### config.mk
export PLATFORM = sky130hd
export DESIGN_NAME = serial_byte_loader
export DESIGN_NICKNAME = d
export VERILOG_FILES = /design/src/rtl/serial_byte_loader_pkg.sv /design/src/rtl/bit_counter_3.sv /design/src/rtl/serial_byte_loader.sv
export SDC_FILE = /design/constraint.sdc
export NUM_CORES = 1
export LEC_CHECK = 0
export CAP_MARGIN = 10
export CELL_PAD_IN_SITES_DETAIL_PLACEMENT = 1
export CELL_PAD_IN_SITES_GLOBAL_PLACEMENT = 2
export CORE_AREA = 2 2 52 54
export CTS_CLUSTER_DIAMETER = 120
export DETAILED_ROUTE_END_ITERATION = 16
export DIE_AREA = 0 0 54 56
export PLACE_DENSITY = 0.8
export SKIP_LAST_GASP = 1
export SLEW_MARGIN = 20
export SYNTH_ARGS = -nofsm -noshare
export SYNTH_HDL_FRONTEND = slang
export SYNTH_SLANG_ARGS = --single-unit
### constraint.sdc
create_clock -name clk -period 4.16 [get_ports clk]
set_input_delay 0.832 -clock clk [delete_from_list [all_inputs] [get_ports clk]]
set_output_delay 0.832 -clock clk [all_outputs]
set_load 0.03 [all_outputs]
### src/rtl/serial_byte_loader_pkg.sv
// Shared definitions for the serial byte loader: FSM state encoding and
// the data/counter widths used by the top level and the bit counter.
package serial_byte_loader_pkg;

  localparam int unsigned BYTE_W = 8;
  localparam int unsigned CNT_W  = 3;

  typedef enum logic [2:0] {
    S_IDLE = 3'd0,
    S_DATA = 3'd1,
    S_PAR  = 3'd2,
    S_LOAD = 3'd3,
    S_ERR  = 3'd4
  } state_t;

endpackage

### src/rtl/bit_counter_3.sv
// 3-bit bit counter for the serial byte loader.
// Ports:
//   clk   - clock, rising edge
//   rst   - asynchronous active-low reset
//   en    - count one accepted bit
//   clr   - synchronous clear (has priority over en)
//   count - current count
//   wrap  - high when count is 7 and en is high (the 8th bit of a byte)
module bit_counter_3
  import serial_byte_loader_pkg::*;
(
  input  logic             clk,
  input  logic             rst,
  input  logic             en,
  input  logic             clr,
  output logic [CNT_W-1:0] count,
  output logic             wrap
);

  always_ff @(posedge clk or negedge rst) begin
    if (!rst) begin
      count <= '0;
    end else if (clr) begin
      count <= '0;
    end else if (en) begin
      count <= count + 1'b1;
    end
  end

  assign wrap = en && (count == '1);

endmodule

### src/rtl/serial_byte_loader.sv
// Serial-to-parallel front end: shifts in 8 bits MSB first, optionally
// checks a trailing parity bit, then strobes ld for one cycle so the
// downstream holding register captures d.
// Ports:
//   clk       - clock, rising edge
//   rst       - asynchronous active-low reset
//   start     - frame request, honoured only in IDLE and LOAD
//   ser_in    - serial data bit
//   ser_valid - ser_in is accepted on this edge (DATA/PAR only)
//   d         - assembled byte, held between frames
//   ld        - one-cycle load strobe
//   busy      - frame in progress (DATA or PAR)
//   par_err   - one-cycle parity mismatch pulse
module serial_byte_loader
  import serial_byte_loader_pkg::*;
#(
  parameter bit PARITY_EN  = 1'b1,
  parameter bit PARITY_ODD = 1'b0
) (
  input  logic              clk,
  input  logic              rst,
  input  logic              start,
  input  logic              ser_in,
  input  logic              ser_valid,
  output logic [BYTE_W-1:0] d,
  output logic              ld,
  output logic              busy,
  output logic              par_err
);

  state_t           state;
  state_t           state_nxt;
  logic             shift_en;
  logic             start_ok;
  logic             cnt_wrap;
  logic [CNT_W-1:0] bit_cnt;
  logic             par_acc;
  logic             par_ok;

  assign shift_en = (state == S_DATA) && ser_valid;
  assign start_ok = ((state == S_IDLE) || (state == S_LOAD)) && start;
  // XOR of the data bits and the parity bit must equal the selected sense.
  assign par_ok   = ((par_acc ^ ser_in) == PARITY_ODD);

  bit_counter_3 u_bit_counter (
    .clk   (clk),
    .rst   (rst),
    .en    (shift_en),
    .clr   (start_ok),
    .count (bit_cnt),
    .wrap  (cnt_wrap)
  );

  always_ff @(posedge clk or negedge rst) begin
    if (!rst) begin
      state <= S_IDLE;
    end else begin
      state <= state_nxt;
    end
  end

  // d is deliberately not cleared on start: it must hold the previous
  // byte until the first shift of the next frame.
  always_ff @(posedge clk or negedge rst) begin
    if (!rst) begin
      d       <= '0;
      par_acc <= 1'b0;
    end else if (start_ok) begin
      par_acc <= 1'b0;
    end else if (shift_en) begin
      d       <= {d[BYTE_W-2:0], ser_in};
      par_acc <= par_acc ^ ser_in;
    end
  end

  always_comb begin
    state_nxt = state;
    ld        = 1'b0;
    busy      = 1'b0;
    par_err   = 1'b0;
    unique case (state)
      S_IDLE: begin
        if (start) state_nxt = S_DATA;
      end
      S_DATA: begin
        busy = 1'b1;
        if (cnt_wrap) state_nxt = PARITY_EN ? S_PAR : S_LOAD;
      end
      S_PAR: begin
        busy = 1'b1;
        if (ser_valid) state_nxt = par_ok ? S_LOAD : S_ERR;
      end
      S_LOAD: begin
        ld        = 1'b1;
        state_nxt = start ? S_DATA : S_IDLE;
      end
      S_ERR: begin
        par_err   = 1'b1;
        state_nxt = S_IDLE;
      end
      default: state_nxt = S_IDLE;
    endcase
  end

  a_wrap_at_seven: assert property (@(posedge clk) disable iff (!rst)
    cnt_wrap |-> (bit_cnt == '1));

endmodule

Word level (Yosys, flattened, before mapping):

Cells that the tools add are included.
W data, S select, Z words.

* word-level logic and storage cells: 37
* bits in registers: 15
* output and inout bits: 11

* mux-type cells: 13
* bitwise operators: 2
* add/subtract/negate cells: 1
* equality and inequality tests: 8
* reduce and logical (&&, ||, !) cells: 9

Operator list (count)
* $mux W3: 6
* $pmux W3 S4: 1
* $eq A3 B2 Y1 const B: 2
* $eq A3 B3 Y1 const B: 2
* $mux W1: 6
* $ne A2 B2 Y1 const B: 3
* $add A3 B1 Y3 const B: 1
* $eq A3 B1 Y1 const B: 1
* $logic_and A1 B1 Y1: 3
* $logic_not A3 Y1: 1
* $reduce_and A3 Y1: 1
* $reduce_and A2 Y1: 1
* $reduce_bool A2 Y1: 1
* $reduce_or A2 Y1: 1
* $logic_or A1 B1 Y1: 1
* $not A1 Y1: 1
* $xor A1 B1 Y1: 1

Logic depth before layout (Yosys ltp):

Gate-level depths: netlist of run 1.

* word-level depth: 5
* gate-level depth with buffers: 5
* gate-level depth less buffers: 5

By module:

A second synthesis of run 1 with hierarchy kept.

* cell total of the unflattened synthesis: 57
* area total of the unflattened synthesis: 748.2 sq um

By module, submodules not included
* serial_byte_loader: cells each 45, area an instance 600.6 sq um, instances 1
* bit_counter_3: cells each 12, area an instance 147.6 sq um, instances 1

Least setup slack after synthesis of run 1:

Ideal clock, no wire load.

* path kind: flip-flop to output port
* start: register state[1]
* end: output port par_err
* path buffers: 1
* required time: 3.328 ns
* slack: 2.145 ns
* stages on the path, launching flop included: 3
* arrival time: 1.183 ns
* cells stage by stage: dfrtp_1 buf_6 nor3_1

* word-level cells in the longest chain between the ends: 2

RTL lines
* start, declared: line serial_byte_loader.sv:31 `state_t state;`
* start signal, assigned: line serial_byte_loader.sv:58 `state <= state_nxt;`
* $eq A3 B3 Y1: line serial_byte_loader.sv:81 `unique case (state)`
* $mux W1: line serial_byte_loader.sv:81
* end, declared: line serial_byte_loader.sv:28 `output logic par_err`

No other way between the ends.

Worst setup path after layout of run 1:

* start: register state[1]
* end: output port busy

* word-level cells in the longest chain between the ends: 3
* elaborated cells on any way between the ends: 4

RTL lines
* $eq A3 B1 Y1 or $eq A3 B2 Y1 (tied branches): line serial_byte_loader.sv:81
* $reduce_or A2 Y1 (no line) (*)
* $mux W1 (*): line serial_byte_loader.sv:81
* end, declared: line serial_byte_loader.sv:27 `output logic busy,`

Mark *: on every way between the ends. The rest lies on a longest branch, timed or not.

==> summary.txt, run 1 <==
Placement
  – Pre-CTS setup slack: 1.58 ns
  – Routability cong.: 0.735
  – Number of I/O port buffers: 15
  – HPWL Detailed: 1160 um

Yosys
  – Synthesized instance count: 69
  – Synth Register Bits: 15
  – Yosys warnings: 0
  – Most common cell in the netlist: dfrtp_1
  – Mapped Nets: 76
  – Ys flop type: dfrtp_1
  – Synth area leaders: dfrtp_1 (47%), mux2_4 (13%), ha_1 (3.1%), buf_6 (2.8%), inv_1 (2.8%)
  – Register area share after synthesis: 0.466
  – Avg Inst Size Synth: 11.7 sq um
  – Synth cell types: 32
  – Synth top area share: 0.466
  – Netlist Area Pre-Place: 806 sq um
  – Largest area contributor in the netlist: dfrtp_1
  – EDFF count, synth: 0
  – Async SR Flop Fraction: 1.00
  – Most frequent cells after synthesis: dfrtp_1 (15), mux2_4 (7), inv_1 (6)

Hold path
  – Hold path depth: 1
  – Worst Hold Class: reg2reg
  – Worst Hold Launch: u_bit_counter.count[0]$_DFFE_PN0P_
  – Hold Path Sink: u_bit_counter.count[0]$_DFFE_PN0P_

Timing
  – Hold slack: 0.515 ns
  – Max Slew Vio Count: 0
  – Slew margin rel.: 0.554
  – Setup violators final: 0
  – Fmax: 371 MHz
  – Period utilization: 0.647
  – Setup_tns: 0 ns
  – Worst Skew: 0.00614 ns
  – Crit path time final: 2.69 ns
  – Slew @ Worst Pin: 0.666 ns
  – Fin worst setup slack: 1.47 ns
  – Hold Vio Cnt, Final: 0
  – RSZ-0062 raised after global routing: no

CTS
  – Post-CTS Hold Fix Bufs: 0
  – Root buffer cell: clkbuf_4
  – Clk_lat worst skew: 0.28 ns
  – TritonCTS clock tree: built
  – Htree depth: 1
  – CTS clk-pin slew, worst paths: 0.09 ns
  – PostCTS Resize Cnt: 0
  – Postcts setup bufs: 0
  – Cts bufs inserted: 3
  – Clk buf depth: 2
  – Clock sinks: 15

Routing
  – Antenna-violating nets left: 0
  – Wire per inst: 13.1 um
  – DR DRC count: 0
  – DRT Pass-1 Iters: 2
  – Drt via density: 4.95
  – Total wire length: 1490 um
  – Total number of vias: 564
  – Iteration-0 DRC Markers: 7

Worst setup path
  – Worst Path Required: 3.33 ns
  – Crit start category: flop
  – Crit Path Class: reg2out
  – Crit-path max FO: 11
  – Reg2Reg Setup Slack: 2.43 ns
  – CP max-delay cell: clkdlybuf4s50_1
  – Critical Path Sink Type: output pin
  – Critical Path AT: 1.86 ns
  – Reg2reg end: d[6]$_DFFE_PN0P_
  – Crit path cell chain: nand2b_1 > a21oi_1 > clkdlybuf4s50_1
  – Crit path from: state[1]$_DFFE_PN0P_
  – R2R cell count: 2
  – FF-to-FF Start: state[2]$_DFFE_PN0P_
  – Critical Path Max Stage Delay: 0.68 ns

Final layout
  – Number of antenna diodes: 0
  – Final nets: 92
  – Fillers: 267
  – Area grow syn2layout: 22.4%
  – Layout cells sized above 1: 0.179

Power and ir drop
  – Leakage: 0.000424 uW
  – Pwr dens: 736 mW/mm^2
  – Tot Pwr: 726 uW
  – Peak supply drop: 0.000317 V

Floorplanning
  – Die X: 54 um
  – Starting Density: 0.331
  – Die area: 0.00302 sq mm
  – FP Rows: 18
  – # IOs: 16
  – Die Ht: 56 um
  – Core area: 0.00243 sq mm

Global route
  – Largest net degree at the start of global routing: 16
  – First-pass GRT wire length: 2570 um
  – Vias in the first global route: 579
  – Initial antenna violation count: 0
  – Gr ovfl total: 0
  – Global Route Usage Sum: 0.119

Job
  – MaxCap Viol Count: 0

Status
  – Outcome: complete, no violations
[through the flow]
stage,std cells,util,area [sq um]
2_1_floorplan,69,-,806
3_3_place_gp,110,0.394,958
3_5_place_dp,110,0.394,958
4_1_cts,114,0.405,986
5_1_grt,114,0.405,986
6_report,114,0.405,986
[critical path: cells and delay by family, from the launching register on]
| kind | cells | cell delay (ns) |
|---|---|---|
| AND/OR/NAND/NOR | 1 | 0.18 |
| AO/OA/AOI/OAI | 1 | 0.16 |
| flip-flops | 1 | 0.54 |
| buffers and inverters | 1 | 0.68 |
[sequential cells by signal, indices dropped and copies added, names as in the netlist]
signal	cells
d	8
par_acc	1
state	3
u_bit_counter.count	3
[logic make-up (layout without fill, tap and decap cells)]
group | count (synthesis) | count (layout) | synth area share
buffers and inverters | 10 | 25 | 0.0714
adders and majority gates | 2 | 2 | 0.0311
xor gates and xnor gates | 1 | 1 | 0.0109
muxes | 9 | 9 | 0.157
DFF | 15 | 15 | 0.466
AOI/OAI and AO/OA | 15 | 15 | 0.130
and+or+nand+nor | 17 | 17 | 0.134
[final cells by class]
class / instances / area, sq um / area share
Sequential cell: 15 / 375 / 0.381
Multi-Input combinational cell: 44 / 373 / 0.378
Timing Repair Buffer: 15 / 150 / 0.152
Tap cell: 30 / 37.5 / 0.0381
Clock buffer: 3 / 22.5 / 0.0228
Inverter: 6 / 22.5 / 0.0228
Clock inverter: 1 / 5.00 / 0.00508
[routing by layer]
layer  global-route usage  up-vias  routed length, um
met5                    0        -                  0
met4               0.0536        0                 19
met3               0.0484        2                 49
met2                0.181       11                721
met1                0.142      278                701
li1                     -      273                  -
[where the power goes]
part	internal (uW)	leakage, uW	total [uW]	switching (uW)
combinational	193	0.000223	378	186
clock	35.7	0.0000177	81.9	46.1
sequential	209	0.000184	265	56.5
[layout by cell type (no fill, tap or decap), types with 2 or more instances in the layout]
cell / Yosys / final
ha_1: 2 / 2
nand3_1: 2 / 2
o211ai_1: 2 / 2
a22oi_1: 2 / 2
inv_1: 6 / 6
a21oi_1: 3 / 3
o21ai_0: 2 / 2
clkbuf_4: 0 / 3
mux2_4: 7 / 7
nand2b_1: 2 / 2
clkdlybuf4s50_1: 0 / 15
nand2_1: 4 / 4
dfrtp_1: 15 / 15
[how the worst max path moves through the flow]
stage / slack [ns] / cells after the start / to
after floorplan: 2.15 / 2 / par_err
after global placement: 1.61 / 3 / d[6]$_DFFE_PN0P_
after detailed placement: 1.58 / 3 / d[6]$_DFFE_PN0P_
after CTS: 1.45 / 3 / busy
after global routing: 1.33 / 3 / par_err
final: 1.47 / 3 / busy
No activity file was read; power rests on OpenSTA's default activity.
==> run 2, diff against run 1 <==
Settings changed: CORE_AREA 2 2 52 54 to 2 2 54 56, DIE_AREA 0 0 54 56 to 0 0 56 58, PLACE_DENSITY 0.8 to 0.75.
Clock period 4.16 ns to 2.8 ns, I/O delays scaled along.
==> summary.txt, run 2 (same netlist as run 1, synthesis figures left out) <==
CTS
  – Htree depth: 1
  – TritonCTS clock tree: built
  – Clk_lat worst skew: 0.29 ns
  – CTS clk-pin slew, worst paths: 0.09 ns
  – Root buffer cell: clkbuf_4
  – Post-CTS Hold Fix Bufs: 0
  – Cts bufs inserted: 3
  – Clk buf depth: 2
  – Postcts setup bufs: 0
  – PostCTS Resize Cnt: 0
  – Clock sinks: 15

Worst setup path
  – FF-to-FF Start: state[2]$_DFFE_PN0P_
  – CP top delay family: buffers and inverters
  – Worst Path Required: 2.24 ns
  – CP max-delay cell: clkdlybuf4s50_1
  – WP buf/inv: 1
  – Crit path cell chain: nand2b_1 > a21oi_1 > clkdlybuf4s50_1
  – Critical Path AT: 1.84 ns
  – Number of cells on the critical path: 3
  – Crit Path Class: reg2out
  – Crit-path max FO: 9
  – Crit start category: flop
  – Critical Path Sink Type: output pin
  – Critical Path Max Stage Delay: 0.68 ns
  – R2R cell count: 3
  – Reg2reg end: d[6]$_DFFE_PN0P_
  – Reg2Reg Setup Slack: 1.09 ns

Floorplanning
  – Die Ht: 58 um
  – # IOs: 16
  – Core area: 0.00266 sq mm
  – Starting Density: 0.303
  – Die area: 0.00325 sq mm
  – Die X: 56 um
  – FP Rows: 19

Routing
  – Iteration-0 DRC Markers: 8
  – Total number of vias: 561
  – Total wire length: 1600 um
  – Drt via density: 4.79
  – DRT Pass-1 Iters: 4
  – Antenna-violating nets left: 0
  – DR DRC count: 0
  – Wire per inst: 13.6 um

Power and ir drop
  – Leakage: 0.000435 uW
  – Pwr dens: 1090 mW/mm^2
  – Peak supply drop: 0.000472 V
  – Tot Pwr: 1090 uW

Timing
  – Fmax: 417 MHz
  – Hold Vio Cnt, Final: 0
  – Setup violators final: 0
  – Max Slew Vio Count: 0
  – RSZ-0062 raised after global routing: no
  – Slew @ Worst Pin: 0.650 ns
  – Fin worst setup slack: 0.399 ns
  – Worst Skew: 0.00133 ns
  – Setup_tns: 0 ns
  – Slew margin rel.: 0.566
  – Crit path time final: 2.40 ns
  – Period utilization: 0.857

Final layout
  – Final nets: 94
  – Largest Register: d
  – Area grow syn2layout: 24.4%
  – Commonest non-fill, non-tap cells in the layout: dfrtp_1 (15), clkdlybuf4s50_1 (15), mux2_4 (7)
  – Number of antenna diodes: 0
  – Max reg flops: 8
  – Post-Layout Cell Count: 117
  – Top Registers: d x8, state x3, u_bit_counter.count x3
  – Final Cell Area: 0.00100 sq mm
  – Layout cells sized above 1: 0.198

Status
  – Outcome: complete, no violations

Placement
  – Placement Cell Area: 975 sq um
  – Post-Place Cells: 113
  – Pre-CTS setup slack: 0.504 ns
  – Number of I/O port buffers: 15
  – HPWL Detailed: 1200 um
  – Routability cong.: 0.702

Global route
  – Initial antenna violation count: 0
  – Gr ovfl total: 0
  – Global Route Usage Sum: 0.116
  – First-pass GRT wire length: 2810 um
  – Largest net degree at the start of global routing: 16
  – Vias in the first global route: 607

Hold path
  – Hold Path Sink: u_bit_counter.count[0]$_DFFE_PN0P_
  – Worst Hold Launch: u_bit_counter.count[0]$_DFFE_PN0P_
  – Worst Hold Class: reg2reg
  – Hold path depth: 1

Job
  – MaxCap Viol Count: 0
## run 2: worst max-delay path by stage
stage / end / start
floorplan: par_err / state[1]$_DFFE_PN0P_
global placement: d[6]$_DFFE_PN0P_ / ser_valid
detailed placement: d[6]$_DFFE_PN0P_ / ser_valid
CTS: busy / state[0]$_DFFE_PN0P_
global route: busy / state[1]$_DFFE_PN0P_
finish: busy / state[0]$_DFFE_PN0P_
## run 2: per-layer routing
metal / wire length [um] / vias up / track usage
met1: 764 / 272 / 0.147
met3: 78 / 4 / 0.0446
li1: - / 277 / -
met2: 722 / 8 / 0.176
met5: 0 / - / 0
met4: 30 / 0 / 0.0510
## run 2: per-stage QoR
step	hold slack, ns	utilization
2_1_floorplan	0.264	-
3_3_place_gp	0.483	0.366
3_5_place_dp	0.498	0.366
4_1_cts	0.525	0.376
5_1_grt	0.536	0.376
6_report	0.514	0.376
## run 2: cell type report
type	instances	area [sq um]
clock buffer	3	22.5
fill	302	1660
multi-input combinational	44	373
sequential	15	375
tap	31	38.8
timing repair buffer	17	165
inverter	6	22.5
clock inverter	1	5.00
## run 2: worst register-to-register path, cell delays in order (launching register included)
cell and delay (ns):
dfrtp_1 0.39, buf_4 0.18, and4bb_1 0.64, mux2_2 0.40
## run 2: report_power, final
part	internal (uW)	switching (uW)
Combinational	292	279
Clock	53.2	71.4
Sequential	310	87.6
Total	655	438
==> run 3, diff against run 2 <==
Settings changed: CORE_AREA 2 2 54 56 to 2 2 52 54, DIE_AREA 0 0 56 58 to 0 0 54 56, RECOVER_POWER set to 100, SYNTH_HIERARCHICAL set to 1.
==> summary.txt, run 3 <==
Status
  – Outcome: complete, no violations

CTS
  – Root buffer cell: clkbuf_4
  – CTS clk-pin slew, worst paths: 0.09 ns
  – Clk buf depth: 2
  – PostCTS Resize Cnt: 0
  – Clk_lat worst skew: 0.28 ns
  – Clock sinks: 15
  – Post-CTS Hold Fix Bufs: 0
  – Htree depth: 1
  – Cts bufs inserted: 3
  – Postcts setup bufs: 0
  – TritonCTS clock tree: built

Final layout
  – Commonest non-fill, non-tap cells in the layout: dfrtp_1 (15), dlygate4sd3_1 (14), nor2_1 (7)
  – Footprint of the multi-input gates: 322 sq um
  – Final nets: 84
  – Top Registers: d x8, state x3, u_bit_counter/count x3
  – Layout cells sized above 1: 0.105
  – Fillers: 265
  – Number of antenna diodes: 0
  – Max reg flops: 8
  – Final Cell Area: 922 sq um
  – Area grow syn2layout: 23.2%
  – Commonest non-fill, non-tap cell in the layout: dfrtp_1
  – Sequential cell area: 375 sq um
  – Largest Register: d

Worst setup path
  – R2R cell count: 4
  – Crit path cell chain: or2b_1 > nor2_1 > dlygate4sd3_1
  – WP buf/inv: 1
  – Critical Path Max Stage Delay: 0.74 ns
  – Critical Path AT: 1.87 ns
  – CP top delay family: buffers and inverters
  – Crit-path max FO: 7
  – Number of cells on the critical path: 3
  – Crit start category: flop
  – Worst Path Required: 2.24 ns
  – Reg2Reg Setup Slack: 0.75 ns
  – Crit Path Class: reg2out
  – Critical Path Sink Type: output pin
  – CP max-delay cell: dlygate4sd3_1

Yosys
  – Area share of fa/ha/maj cells after synthesis: 0.0334
  – EDFF count, synth: 0
  – Post-synthesis mux area share: 0.187
  – Yosys warnings: 6
  – Synth top area share: 0.502
  – Synthesized instance count: 57
  – Post-synthesis xor/xnor area fraction: 0.0351
  – Async SR Flop Fraction: 1.00
  – Synth Register Bits: 15
  – Largest family of logic cells by synthesized area: multiplexers
  – Simple-Gate Fraction of Synth Area: 0.177
  – Netlist Area Pre-Place: 748 sq um
  – Register area share after synthesis: 0.502
  – Avg Inst Size Synth: 13.1 sq um
  – Ys flop type: dfrtp_1
  – Largest area contributor in the netlist: dfrtp_1
  – Mapped Nets: 64
  – Most frequent cells after synthesis: dfrtp_1 (15), mux2_4 (8), nor2_1 (7)
  – Synth Area in Compound Gates: 0.0351
  – Synth area leaders: dfrtp_1 (50%), mux2_4 (16%), nor2_1 (3.5%), ha_1 (3.3%), mux2i_1 (2.7%)
  – Synth cell types: 25
  – Most common cell in the netlist: dfrtp_1

Routing
  – DR DRC count: 0
  – Total wire length: 1480 um
  – Total number of vias: 492
  – Iteration-0 DRC Markers: 3
  – Drt via density: 4.64
  – Antenna-violating nets left: 0
  – Wire per inst: 14.0 um
  – DRT Pass-1 Iters: 3

Global route
  – Vias in the first global route: 513
  – Initial antenna violation count: 0
  – First-pass GRT wire length: 2550 um
  – Largest net degree at the start of global routing: 16
  – Gr ovfl total: 0
  – Global Route Usage Sum: 0.119

Placement
  – Placement Cell Area: 932 sq um
  – Pre-CTS setup slack: 0.606 ns
  – HPWL Detailed: 1140 um
  – Number of I/O port buffers: 15
  – Routability cong.: 0.776

Timing
  – Setup_tns: 0 ns
  – Fin worst setup slack: 0.371 ns
  – Slew @ Worst Pin: 0.661 ns
  – Period utilization: 0.868
  – Crit path time final: 2.43 ns
  – Slew margin rel.: 0.558
  – Worst Skew: 0.00470 ns
  – Max Slew Vio Count: 0
  – Fmax: 412 MHz
  – Hold Vio Cnt, Final: 0
  – Setup violators final: 0
  – RSZ-0062 raised after global routing: no
  – Hold slack: 0.512 ns

Hold path
  – Hold path depth: 1
  – Worst Hold Class: reg2reg

Floorplanning
  – # IOs: 16
  – Core area: 0.00243 sq mm
  – Starting Density: 0.308
  – Die Ht: 56 um
  – FP Rows: 18
  – Die X: 54 um
  – Die area: 0.00302 sq mm

Job
  – MaxCap Viol Count: 0

Power and ir drop
  – Pwr dens: 1110 mW/mm^2
  – Leakage: 0.000403 uW
  – Peak supply drop: 0.000541 V
  – Tot Pwr: 1020 uW
## run 3: area by class of cell
class	count	share of cell area
multi-input combinational	39	0.349
clock buffer	4	0.0285
sequential	15	0.407
tap	30	0.0407
timing repair buffer	17	0.171
inverter	1	0.00407
## run 3: final timing paths
path | endpoint | start
max reg2reg | d[6]$_DFFE_PN0P_ | state[1]$_DFFE_PN0P_
min in group asynchronous | state[2]$_DFFE_PN0P_ | rst
min reg2reg | d[7]$_DFFE_PN0P_ | d[7]$_DFFE_PN0P_
max | ld | state[1]$_DFFE_PN0P_
min | d[7]$_DFFE_PN0P_ | d[7]$_DFFE_PN0P_
max in group asynchronous | u_bit_counter/count[1]$_DFFE_PN0P_ | rst
## run 3: stage by stage
step | util | instances
after floorplan | - | 57
after global placement | 0.383 | 102
after detailed placement | 0.383 | 102
after CTS | 0.394 | 106
after global routing | 0.379 | 106
final | 0.379 | 106
## run 3: worst reg2reg max path, cell delays in order (launching register included)
cell	delay, ns
dfrtp_1	0.46
and4bb_1	0.30
clkbuf_1	0.37
clkbuf_1	0.43
mux2_1	0.38
## run 3: power by group
group          switching (uW)  internal (uW)  leakage (uW)
combinational             278            231      0.000207
sequential               79.4            312      0.000182
clock                    66.1           55.3     0.0000150
## run 3: kinds of logic (layout without fill, tap and decap cells)
logic type | count (synthesis) | in the layout
adders and majority gates | 2 | 2
AOI/OAI and AO/OA | 3 | 3
buffers and inverters | 3 | 22
DFF | 15 | 15
xor gates and xnor gates | 3 | 3
muxes | 10 | 10
and+or+nand+nor | 21 | 21
## run 3: per-layer routing
metal	track usage	vias to the layer above	share of wire
met5	0	-	0
met4	0.0536	0	0.020
met3	0.0484	2	0.034
met2	0.183	8	0.53
met1	0.142	246	0.42
li1	-	236	-
==> variant 1: new RTL, flow settings as in run 3 <==
`PARITY_EN`: 1'b1 -> 1'b0.
--- a/src/rtl/serial_byte_loader.sv
+++ b/src/rtl/serial_byte_loader.sv
@@ -14,7 +14,7 @@
 module serial_byte_loader
   import serial_byte_loader_pkg::*;
 #(
-  parameter bit PARITY_EN  = 1'b1,
+  parameter bit PARITY_EN  = 1'b0,
   parameter bit PARITY_ODD = 1'b0
 ) (
   input  logic              clk,
Function: changed (Yosys sat finds a counterexample within 10 cycles, from zero or initial values and one cycle with rst low).
==> variant 1 against run 3 <==
  * Cell count decreased by 2.8%
  * Largest power group unchanged
  * Power fell by 6.5%
  * Cell area decreased by 1.5%
  * Routed wire length down 11%
  * Setup slack lost 0.0046 ns
  * Synthesized area decreased by 4.0%
  * Sequential cell count unchanged
  * Maximum frequency is 0.19% lower
  * Worst hold slack worse by 0.0089 ns
==> variant 1: results (changes against run 3) <==
Outcome
  – Status: completed

Worst setup path
  – CP Max Fanout: 8 (+1)
  – Arr. time, crit path: 1.87 ns (about the same)
  – Crit path capture: busy
  – Cell family with most CP delay: buffers and inverters
  – Highest-delay cell along the critical path: dlygate4sd3_1
  – Reg2reg setup slack: 0.82 ns (+0.07 ns)
  – Reg2Reg Depth: 5 (+1)
  – RR Endpoint: state[1]
  – Worst stage delay on the critical path: 0.74 ns (about the same)
  – CP startpoint: state[1]

Worst hold path
  – Hold path startpoint: d[7]
  – Hold Crit Depth: 1 (unchanged)
  – End of the worst hold path: d[7]
  – Hold Path Class: flip-flop to flip-flop

Place
  – GPL Wtd Cong: 0.653 (-16%)
  – Post-place setup slack: 0.733 ns (+0.127 ns)
  – Detailed placement HPWL: 901 µm (-21%)
  – DP Area: 886 µm² (-5.0%)
  – Placed cells: 99 (-2.9%)

Timing
  – Final cycle utilization of the critical path: 86.9% (+0.16 points)
  – Slew headroom: 51.5% (-4.3 points)
  – Hold Slack: 0.503 ns (-0.00891 ns)
  – Final Skew: 0.00511 ns (+0.000408 ns)

Clocking
  – Post-cts sizing count: 0 (unchanged)
  – Clk_lat worst skew: between 0.2 and 0.3 ns
  – CTS max path bufs: 2 (unchanged)
  – Postcts setup bufs: 0 (unchanged)

Power and ir drop
  – Leakage: 0.000400 µW (-0.78%)
  – Clk power: 125 µW (+3%)
  – Sw Share: 40.4% (-1.0 points)
  – P_seq: 383 µW (-2%)
  – VDD IR-drop max: 0.455 mV (-16%)
  – Sequential Power Share: 40.1% (+1.8 points)

GRT
  – Antenna violations before repair: 0 (unchanged)
  – First-pass GRT wire length: 2280 µm (-11%)
  – Vias in the first global route: 522 (+1.8%)
  – GRT Overall Usage: 10.6% (-1.3 points)

Synth
  – Main area contributors after synthesis: dfrtp_1, mux2_2, ha_1
  – Synth unique cells: 25 (unchanged)
  – Top post-synthesis cells by count: dfrtp_1, mux2_2, nor2_1
  – Synth Flop Type: dfrtp_1
  – Register area share after synthesis: 52.3% (+2.1 points)
  – Yosys Warn Count: 6 (unchanged)
  – Mapped Avg Cell Area: 12.8 µm² (-2.3%)
  – Mapped Nets: 63 (-1.6%)

Finish
  – ANT cells: 0 (unchanged)
  – Nets: 81 (-3.6%)
  – Share of layout cells above drive strength 1: 17.8% (+7.3 points)
  – Fillers: 275 (+3.8%)
  – Util after Layout: 37.3% (-0.57 points)
  – Largest regs: d x8, state x3, u_bit_counter/count x3
  – Final non-filler cell total: 103 (-2.8%)

Route
  – Vias: 485 (-1.4%)
  – DRT Pass-1 Iters: 2 (-1)
  – Total routed wirelength: 1310 µm (-11%)
  – First-iteration detailed-routing DRC count: 3 (unchanged)
-- variant 1: layer usage --
metal	global-route usage (%)	share of wire, %	routed length, µm	vias to the layer above
li1	-	-	-	230
met1	12.6	49	645	234
met2	15.3	41	543	16
met3	4.84	6.6	87	5
met4	6.43	2.7	36	0
met5	0	0	0	-
-- variant 1: cell families (layout without fill, tap and decap cells) --
family / Yosys count / in the layout / share of synthesized area (%)
adder cells (fa/ha/maj): 2 / 2 / 3.48
flip-flops: 15 / 15 / 52.3
multiplexers: 10 / 10 / 15.3
AO/OA/AOI/OAI: 2 / 2 / 2.27
AND/OR/NAND/NOR: 21 / 21 / 19.2
XOR/XNOR: 3 / 3 / 3.66
buffers and inverters: 3 / 20 / 3.83
-- variant 1: cell type report --
type | count | area, µm² | area share [%]
well taps | 30 | 37.5 | 4.13
multi-input cells | 38 | 315 | 34.7
clock buffers | 4 | 26.3 | 2.89
repair buffers | 16 | 154 | 16.9
flip-flops and latches | 15 | 375 | 41.3
==> variant 2: new RTL, config.mk and constraints of run 3 <==
Without the edit above. Register the inputs `start`, `ser_in` and `ser_valid` before use, cleared by the reset. The logic sees them one clock later.
--- a/src/rtl/serial_byte_loader.sv
+++ b/src/rtl/serial_byte_loader.sv
@@ -28,6 +28,22 @@
   output logic              par_err
 );
 
+  logic start_q;
+  logic ser_q;
+  logic ser_valid_q;
+
+  always_ff @(posedge clk or negedge rst) begin
+    if (!rst) begin
+      start_q     <= '0;
+      ser_q       <= '0;
+      ser_valid_q <= '0;
+    end else begin
+      start_q     <= start;
+      ser_q       <= ser_in;
+      ser_valid_q <= ser_valid;
+    end
+  end
+
   state_t           state;
   state_t           state_nxt;
   logic             shift_en;
@@ -37,10 +53,10 @@
   logic             par_acc;
   logic             par_ok;
 
-  assign shift_en = (state == S_DATA) && ser_valid;
-  assign start_ok = ((state == S_IDLE) || (state == S_LOAD)) && start;
+  assign shift_en = (state == S_DATA) && ser_valid_q;
+  assign start_ok = ((state == S_IDLE) || (state == S_LOAD)) && start_q;
   // XOR of the data bits and the parity bit must equal the selected sense.
-  assign par_ok   = ((par_acc ^ ser_in) == PARITY_ODD);
+  assign par_ok   = ((par_acc ^ ser_q) == PARITY_ODD);
 
   bit_counter_3 u_bit_counter (
     .clk   (clk),
@@ -68,8 +84,8 @@
     end else if (start_ok) begin
       par_acc <= 1'b0;
     end else if (shift_en) begin
-      d       <= {d[BYTE_W-2:0], ser_in};
-      par_acc <= par_acc ^ ser_in;
+      d       <= {d[BYTE_W-2:0], ser_q};
+      par_acc <= par_acc ^ ser_q;
     end
   end
 
@@ -80,7 +96,7 @@
     par_err   = 1'b0;
     unique case (state)
       S_IDLE: begin
-        if (start) state_nxt = S_DATA;
+        if (start_q) state_nxt = S_DATA;
       end
       S_DATA: begin
         busy = 1'b1;
@@ -88,11 +104,11 @@
       end
       S_PAR: begin
         busy = 1'b1;
-        if (ser_valid) state_nxt = par_ok ? S_LOAD : S_ERR;
+        if (ser_valid_q) state_nxt = par_ok ? S_LOAD : S_ERR;
       end
       S_LOAD: begin
         ld        = 1'b1;
-        state_nxt = start ? S_DATA : S_IDLE;
+        state_nxt = start_q ? S_DATA : S_IDLE;
       end
       S_ERR: begin
         par_err   = 1'b1;
Formal check against the unedited RTL: not equivalent (Yosys sat finds a counterexample within 4 cycles, from zero or initial values and one cycle with rst low).
==> variant 2 against run 3 <==
  * Non-clock buffer count fell by 1
  * Synthesized area rose by 7.4%
  * Sequential power rose by 9.2%
  * Utilization rose by 2.6 points
  * Maximum frequency fell by 3.0%
  * Register-to-register slack improved by 0.02 ns
  * Cell area rose by 6.9%
  * Power rose by 2.9%
  * Setup slack got worse by 0.075 ns
  * Count of clock-buffer cells in the layout did not move
  * Sequential share of layout area rose by 5.0 points
  * First-iteration DRC count rose by 130%
  * Sequential cell count rose by 3
  * Routed wire length fell by 0.68%
  * Largest power group unchanged
==> variant 2: results (changes against run 3) <==
Finish
  – Largest regs: d x8, state x3, u_bit_counter/count x3
  – Share of layout cells above drive strength 1: 6.33% (-4.2 points)
  – ANT cells: 0 (unchanged)
  – Nets: 87 (+3.6%)
  – Fillers: 278 (+4.9%)

Synth
  – Synth Flop Type: dfrtp_1
  – Fraction of registers with async set/reset: 100% (unchanged)
  – Main area contributors after synthesis: dfrtp_1, mux2_4, mux2i_1
  – Yosys Warn Count: 6 (unchanged)
  – Synth unique cells: 23 (-8.0%)
  – Mapped Nets: 68 (+6.3%)
  – Register area share after synthesis: 56.1% (+5.9 points)
  – Top post-synthesis cells by count: dfrtp_1, mux2_4, nor2_1

Worst setup path
  – CP startpoint: state[0]
  – Arr. time, crit path: 1.94 ns (+0.07 ns)
  – Reg2reg start: state[1]
  – Highest-delay cell along the critical path: dlygate4sd3_1
  – Worst stage delay on the critical path: 0.74 ns (about the same)
  – RR Endpoint: state[0]
  – Reg2Reg Depth: 6 (+2)
  – Crit path capture: busy
  – Reg2reg setup slack: 0.77 ns (+0.02 ns)
  – CP Max Fanout: 9 (+2)

Clocking
  – Post-cts sizing count: 0 (unchanged)
  – Total CTS buffers: 3 (unchanged)
  – Clock root buffer: clkbuf_4
  – Max H-tree Level: 1 (unchanged)
  – Reg clk slew, reported paths: 0.11 ns (+0.02 ns)
  – Clk_lat worst skew: 0.29 ns
  – Postcts setup bufs: 0 (unchanged)
  – CTS max path bufs: 2 (unchanged)

Worst hold path
  – Hold Path Class: flip-flop to flip-flop
  – Hold path startpoint: d[7]
  – Hold Crit Depth: 1 (unchanged)

Route
  – First-iteration detailed-routing DRC count: 7 (+4)
  – Vias: 506 (+2.8%)
  – DRT Pass-1 Iters: 4 (+1)
  – WL/cell: 13.5 µm (-3.4%)

Place
  – I/O Buffers: 15 (unchanged)
  – GPL Wtd Cong: 0.772 (-0.43%)
  – DP Area: 980 µm² (+5.1%)
  – Detailed placement HPWL: 1060 µm (-6.6%)

GRT
  – Antenna violations before repair: 0 (unchanged)
  – Vias in the first global route: 499 (-2.7%)
  – First-pass GRT wire length: 2310 µm (-9.5%)
  – GRT Overall Usage: 10.8% (-1.1 points)
  – Largest net degree at the start of global routing: 19 (+3)

Outcome
  – Status: completed

Power and ir drop
  – P_sw: 418 µW (-1.3%)
  – Leakage: 0.000453 µW (+12%)
  – VDD IR-drop max: 0.529 mV (-2.3%)

Timing
  – Slew headroom: 45.9% (-9.8 points)
  – Final Skew: 0.00721 ns (+0.00251 ns)
## variant 2: cell count changes in the layout (fill, tap and decap cells not counted), moves of 2 or more
cell	before	now
clkbuf_1	3	1
dfrtp_1	15	18
mux2_4	2	0
o21ai_0	0	2
## variant 2: final cells by class
type                    instances  share of cell area (%)
inverters                       2                   0.761
well taps                      30                    3.81
repair buffers                 16                    15.6
flip-flops and latches         18                    45.7
clock buffers                   4                    3.68
multi-input cells              39                    30.5
## variant 2: worst min path at each step
| stage | to | slack, ns |
|---|---|---|
| 2_1_floorplan | d[0] | 0.26 |
| 3_3_place_gp | d[7] | 0.50 |
| 3_5_place_dp | d[7] | 0.50 |
| 4_1_cts | par_acc | 0.52 |
| 5_1_grt | d[7] | 0.53 |
| 6_report | d[7] | 0.49 |
## variant 2: logic make-up after synthesis
kind of cell               Yosys count  synth area share [%]
AOI/OAI and AO/OA                    5                  4.52
xor gates and xnor gates             3                  3.27
adders and majority gates            2                  3.11
buffers and inverters                4                  3.27
DFF                                 18                  56.1
muxes                               10                  16.8
and+or+nand+nor                     19                  12.9
## variant 2: metrics by stage
stage / utilization [%] / setup WS (ns) / std cells
4_1_cts: 41.8 / 0.297 / 109
5_1_grt: 40.5 / 0.163 / 109
3_3_place_gp: 40.3 / 0.728 / 105
2_1_floorplan: - / 1.01 / 61
3_5_place_dp: 40.3 / 0.655 / 105
6_report: 40.5 / 0.296 / 109
## variant 2: worst max-delay path: cells and delay by family (launching register included)
family | cells | cell delay (ns)
DFF | 1 | 0.50
and+or+nand+nor | 1 | 0.15
buffers and inverters | 1 | 0.74
xor gates and xnor gates | 1 | 0.26
## variant 2: metal layers
| layer | track usage (%) | routed length, µm | up-vias |
|---|---|---|---|
| met5 | 0 | 0 | - |
| met4 | 4.29 | 14 | 0 |
| met3 | 3.23 | 51 | 2 |
| met2 | 15.7 | 684 | 8 |
| met1 | 14.7 | 719 | 249 |
| li1 | - | - | 247 |
## variant 2: power by group through the flow
stage	Combinational [µW]	Clock, µW	Sequential, µW
floorplan	290	0	523
global placement	542	0	438
detailed placement	552	0	441
CTS	563	167	438
global route	509	178	443
finish	466	159	427
